File: config.mk
export PLATFORM = sky130hd
export DESIGN_NAME = lines_matrix_scanner
export DESIGN_NICKNAME = d
export VERILOG_FILES = /design/src/rtl/lines_matrix_scanner_pkg.sv /design/src/rtl/lines_matrix_scanner_decoder.sv /design/src/rtl/lines_matrix_scanner.sv
export SDC_FILE = /design/constraint.sdc
export NUM_CORES = 1
export LEC_CHECK = 0
export CORE_MARGIN = 5
export CORE_UTILIZATION = 53
export CTS_CLUSTER_DIAMETER = 30
export DETAILED_ROUTE_END_ITERATION = 8
export PLACE_DENSITY = 0.84
export SKIP_CTS_REPAIR_TIMING = 1
export SLEW_MARGIN = 25
export SYNTH_ARGS = -nofsm -noshare
export SYNTH_HDL_FRONTEND = slang
export SYNTH_SLANG_ARGS = --single-unit
File: constraint.sdc
create_clock -name clk -period 4.6 [get_ports clk]
set_clock_uncertainty 0.2 [all_clocks]
set_input_delay 0.69 -clock clk [delete_from_list [all_inputs] [get_ports clk]]
set_output_delay 0.69 -clock clk [all_outputs]
set_load 0.01 [all_outputs]
File: src/rtl/lines_matrix_scanner_pkg.sv
// Shared constants and types for the water-level LED matrix scanner.
package lines_matrix_scanner_pkg;

  localparam int NUM_ROWS    = 7;
  localparam int NUM_COLS    = 5;
  localparam int LEVEL_WIDTH = 2;

  // Column patterns: level shown as a bar that grows out from the centre LED.
  localparam logic [NUM_COLS-1:0] COL_EMPTY = 5'b00000;
  localparam logic [NUM_COLS-1:0] COL_LOW   = 5'b00100;
  localparam logic [NUM_COLS-1:0] COL_MID   = 5'b01110;
  localparam logic [NUM_COLS-1:0] COL_FULL  = 5'b11111;

  typedef enum logic {
    ST_BLANK = 1'b0,
    ST_SHOW  = 1'b1
  } scan_state_e;

endpackage

File: src/rtl/lines_matrix_scanner_decoder.sv
// Combinational translation of a 2-bit level code into a column pattern.
module level_col_decoder
  import lines_matrix_scanner_pkg::*;
(
  input  logic [LEVEL_WIDTH-1:0] level_i,
  output logic [NUM_COLS-1:0]    col_o
);

  // One pattern per level code.
  always_comb begin
    col_o = COL_EMPTY;
    case (level_i)
      2'b00:   col_o = COL_EMPTY;
      2'b01:   col_o = COL_LOW;
      2'b10:   col_o = COL_MID;
      2'b11:   col_o = COL_FULL;
      default: col_o = COL_EMPTY;
    endcase
  end

endmodule

File: src/rtl/lines_matrix_scanner.sv
// Row-multiplexed LED matrix scanner with per-frame input snapshot.
//
// state    | meaning
// ---------+-----------------------------------------------------------
// ST_BLANK | all rows and columns off, guard gap before row row_q lights
// ST_SHOW  | row row_q driven low, columns show its snapshotted level
module lines_matrix_scanner
  import lines_matrix_scanner_pkg::*;
#(
  parameter int DWELL_CYCLES = 1000,
  parameter int BLANK_CYCLES = 8
) (
  input  logic                            clk,
  input  logic                            init,
  input  logic [NUM_ROWS*LEVEL_WIDTH-1:0] lines,
  input  logic                            freeze,
  output logic [NUM_ROWS-1:0]             row_n,
  output logic [NUM_COLS-1:0]             col,
  output logic [2:0]                      row_idx,
  output logic                            frame_start
);

  localparam int CNT_MAX = (DWELL_CYCLES > BLANK_CYCLES) ? DWELL_CYCLES : BLANK_CYCLES;
  localparam int CNT_W   = $clog2(CNT_MAX + 1);

  localparam logic [CNT_W-1:0] BLANK_LAST = CNT_W'(BLANK_CYCLES - 1);
  localparam logic [CNT_W-1:0] DWELL_LAST = CNT_W'(DWELL_CYCLES - 1);
  localparam logic [2:0]       ROW_LAST   = 3'(NUM_ROWS - 1);

  scan_state_e                     state_q, state_d;
  logic [CNT_W-1:0]                cnt_q, cnt_d;
  logic [2:0]                      row_q, row_d;
  logic [NUM_ROWS*LEVEL_WIDTH-1:0] snap_q, snap_d;

  logic [LEVEL_WIDTH-1:0] level_w;
  logic [NUM_COLS-1:0]    dec_col_w;

  // A frame begins on the first blank cycle of row 0; init masks the pulse
  // because the reset state itself looks like a frame start.
  assign frame_start = (state_q == ST_BLANK) && (row_q == 3'd0) &&
                       (cnt_q == '0) && !init;
  assign row_idx = row_q;

  // State, counter, row pointer and snapshot registers.
  always_ff @(posedge clk or posedge init) begin
    if (init) begin
      state_q <= ST_BLANK;
      cnt_q   <= '0;
      row_q   <= 3'd0;
      snap_q  <= '0;
    end else begin
      state_q <= state_d;
      cnt_q   <= cnt_d;
      row_q   <= row_d;
      snap_q  <= snap_d;
    end
  end

  // Next-state: blank gap, then dwell, then advance to the next row.
  always_comb begin
    state_d = state_q;
    cnt_d   = cnt_q;
    row_d   = row_q;
    snap_d  = snap_q;

    if (frame_start && !freeze) begin
      snap_d = lines;
    end

    case (state_q)
      ST_BLANK: begin
        if (cnt_q == BLANK_LAST) begin
          state_d = ST_SHOW;
          cnt_d   = '0;
        end else begin
          cnt_d = cnt_q + 1'b1;
        end
      end
      ST_SHOW: begin
        if (cnt_q == DWELL_LAST) begin
          state_d = ST_BLANK;
          cnt_d   = '0;
          row_d   = (row_q == ROW_LAST) ? 3'd0 : row_q + 3'd1;
        end else begin
          cnt_d = cnt_q + 1'b1;
        end
      end
      default: begin
        state_d = ST_BLANK;
        cnt_d   = '0;
      end
    endcase
  end

  // Pick the snapshotted level code of the row being scanned.
  always_comb begin
    level_w = '0;
    for (int r = 0; r < NUM_ROWS; r++) begin
      if (row_q == 3'(r)) begin
        level_w = snap_q[r*LEVEL_WIDTH +: LEVEL_WIDTH];
      end
    end
  end

  level_col_decoder u_dec (
    .level_i (level_w),
    .col_o   (dec_col_w)
  );

  // Drive the matrix only while showing; everything is off during blanking.
  always_comb begin
    row_n = '1;
    col   = COL_EMPTY;
    if (state_q == ST_SHOW) begin
      row_n = ~(7'(1) << row_q);
      col   = dec_col_w;
    end
  end

endmodule

==> impl_metrics.tcl <==
set metrics [dict create \
    period_share 0.797 \
    seqPwrFrac 0.630 \
    nFillCells 212 \
    p_int_w 0.000319 \
    pwr-share-comb 0.075 \
    gp_congestion 0.816 \
    synthMuxAreaShare 0.121 \
    register_area_um2 701 \
    synthAdderAreaFrac 0.0256 \
    ff2ff_path_depth 4 \
    syn_to_final_growth_pct 24.6 \
    required_ps 3710 \
    pre_cts_slack_ps 1270 \
    num_vias 1127 \
    powerDensity_nw_per_um2 221 \
    max_slew_margin 0.574 \
    antenna_found_initial 0 \
    setup.worst_path.start_class "flip-flop" \
    routed_wl_um 2990 \
    maxCapViolCount 0 \
    die_area_um2 3920 \
    drt-wirelength-per-cell_um 14.7 \
    drv_slew 0 \
    critPathLaunch "row_idx[2]" \
    p_sw_w 0.0000838 \
    cts.clk_slew.worst_paths_ps 150 \
    gr-usage-met3 0.0288 \
    ys_warn_count 0 \
    crit_arrival_ps 2780 \
    cts_sinks 28 \
    diodes 0 \
    r2r_setup_slack_ps 2230 \
    synth-compound-area-share 0.0956 \
    hp-class "flip-flop to flip-flop" \
    port_buffers 32 \
    rsz0062_at_grt "no" \
    grt_max_degree 30 \
    initial_core_util 0.541 \
    synth_xor_area_frac 0.0418 \
    reg2reg_to "snap_q[3]" \
    worstReg2RegStart "row_idx[1]" \
    grt_first_pass_wirelength_um 5110 \
    crit_end "col[4]" \
    rows 19 \
    ctsHtreeMaxLevel 1 \
    netSwitchingFraction 0.208 \
    setup_viol 0 \
    clkLatencyLatePin_ps 320 \
    final.setup.tns_ps 0 \
    worst_pin_slew_ps 637 \
    p_clk_frac 0.295 \
    pin_count 33 \
    use_met1 0.194 \
    ant_nets 0 \
    drcViolationCount 0 \
    nets 193 \
    syn-instance-count 142 \
    core_um2 2710 \
    syn_area_um2 1470 \
    whs_ps 307 \
    root_buffer "clkbuf_4" \
    cts_made_buffers 3 \
    setup.worst_path.end_class "output pin" \
    grt.overflow.total 0 \
    cellLeakagePower_nw 0.783 \
    crit_path_max_fanout 17 \
    dieWidth_um 62.6 \
    ir_drop_uv 160 \
    cts_tree "yes" \
    fmax_mhz 273 \
    synth.distinct_cells 33 \
    cts_buffer_depth 2 \
    synth-simple-area-share 0.196 \
    grt_pass1_vias 1135 \
    dieHeight_um 62.6 \
    busiest_layer "met2" \
    first_pass_iters 4 \
    synth_top_family_by_area "simple AND/OR/NAND/NOR gates" \
    track_usage 0.159 \
    drtIter0Drc 34 \
    drive_above_1_share 0.122 \
    fin_ws_ps 933 \
    fin_crit_ps 3670 \
    use_met2 0.275 \
    p_total_w 0.000403 \
    synth_area_per_cell_um2 10.3 \
    multi_input_area_um2 703 \
    worstSetupPathType "flip-flop to output pin" \
    ys_ff_latch 28 \
    run_status "finished clean" \
    dp_hpwl_um 2250 \
    ys_seq_area_frac 0.478 \
    hold_violations 0 \
    viasPerCell 5.55 \
    syn-num-nets 162 \
]
## Yosys cell counts, drive strengths merged
| cell type | n | area, µm² |
|---|---|---|
| dfrtp | 28 | 701 |
| nand2 | 15 | 56.3 |
| mux2 | 14 | 158 |
| nor2 | 13 | 48.8 |
| o21ai | 7 | 35.0 |
| inv | 5 | 18.8 |
| nand3 | 5 | 25.0 |
| a211oi | 4 | 30.0 |
| buf | 4 | 31.3 |
| nor2b | 4 | 25.0 |
| xnor2 | 4 | 35.0 |
| a21o | 3 | 22.5 |
| a21oi | 3 | 15.0 |
| and2 | 3 | 18.8 |
| clkbuf | 3 | 11.3 |
| ha | 3 | 37.5 |
| nand4 | 3 | 18.8 |
| nor4 | 3 | 18.8 |
| xor2 | 3 | 26.3 |
| a22oi | 2 | 15.0 |
| mux2i | 2 | 20.0 |
| nand2b | 2 | 12.5 |
| a21boi | 1 | 7.51 |
| and3 | 1 | 6.26 |
| nand3b | 1 | 7.51 |
| nand4bb | 1 | 11.3 |
| nor3 | 1 | 16.3 |
| nor4b | 1 | 15.0 |
| o221ai | 1 | 8.76 |
| o22ai | 1 | 6.26 |
| or3 | 1 | 6.26 |
## metal layers
layer,up-vias,part of all wire
met5,-,0
met4,0,0.0067
met3,2,0.044
met2,25,0.51
met1,545,0.44
li1,555,-
## power by group through the flow
stage | sequential [W] | clock, W | combinational [W]
after CTS | 0.000254 | 0.000123 | 0.0000307
after global routing | 0.000255 | 0.000135 | 0.0000333
after global placement | 0.000258 | 0 | 0.0000299
after detailed placement | 0.000258 | 0 | 0.0000307
final | 0.000254 | 0.000119 | 0.0000300
after floorplan | 0.000257 | 0 | 0.0000119
## worst max-delay path, cell delays in order, from the launching register on
cell	delay, ps
dfrtp_1	660
inv_1	150
ha_1	290
nand4bb_1	200
a21oi_1	180
a211oi_1	70
o22ai_1	190
and2_1	170
clkdlybuf4s50_1	540
## flip-flops by register name, indices dropped and copies added, names as in the netlist
name and flops:
cnt_q 10, snap_q 14, row_idx 3, state_q 1
## how the worst min path moves through the flow
stage                         from       end  slack [ps]  cells past startpoint
after floorplan           cnt_q[0]  cnt_q[0]         250                      1
after global placement    cnt_q[0]  cnt_q[0]         260                      1
after detailed placement  cnt_q[0]  cnt_q[0]         280                      1
after CTS                 cnt_q[0]  cnt_q[0]         300                      1
after global routing      cnt_q[0]  cnt_q[0]         320                      1
final                     cnt_q[0]  cnt_q[0]         310                      1
## cell usage in the layout, fill, tap and decap left out, types with 2 or more instances in the layout
cell / instances
nor2_1: 13
clkdlybuf4s50_1: 32
nand2_1: 15
inv_1: 5
o21ai_0: 7
ha_1: 3
a211oi_1: 4
xnor2_1: 4
xor2_1: 3
nand2b_1: 2
mux2_2: 14
nor4_1: 3
dfrtp_1: 28
nor2b_1: 4
a22oi_1: 2
nand3_1: 5
and2_1: 3
a21oi_1: 3
clkbuf_4: 3
nand4_1: 3
mux2i_1: 2
a21o_1: 3
## cell type report
class,instances,share of cell area
inverters,5,0.0103
multi-input cells,102,0.385
flip-flops and latches,28,0.384
repair buffers,33,0.180
well taps,31,0.0212
clock buffers,4,0.0199
## kinds of logic after synthesis
logic type | after synthesis
buffers and inverters | 12
adder cells (fa/ha/maj) | 3
AO/OA/AOI/OAI | 22
XOR/XNOR | 7
flip-flops | 28
AND/OR/NAND/NOR | 54
multiplexers | 16
## stage by stage
step           cells   util  instance area [µm²]
2_1_floorplan    142      -                 1470
3_3_place_gp     199  0.660                 1790
3_5_place_dp     199  0.660                 1790
4_1_cts          203  0.674                 1830
5_1_grt          203  0.674                 1830
6_report         203  0.674                 1830
No activity file was read; power rests on OpenSTA's default activity.
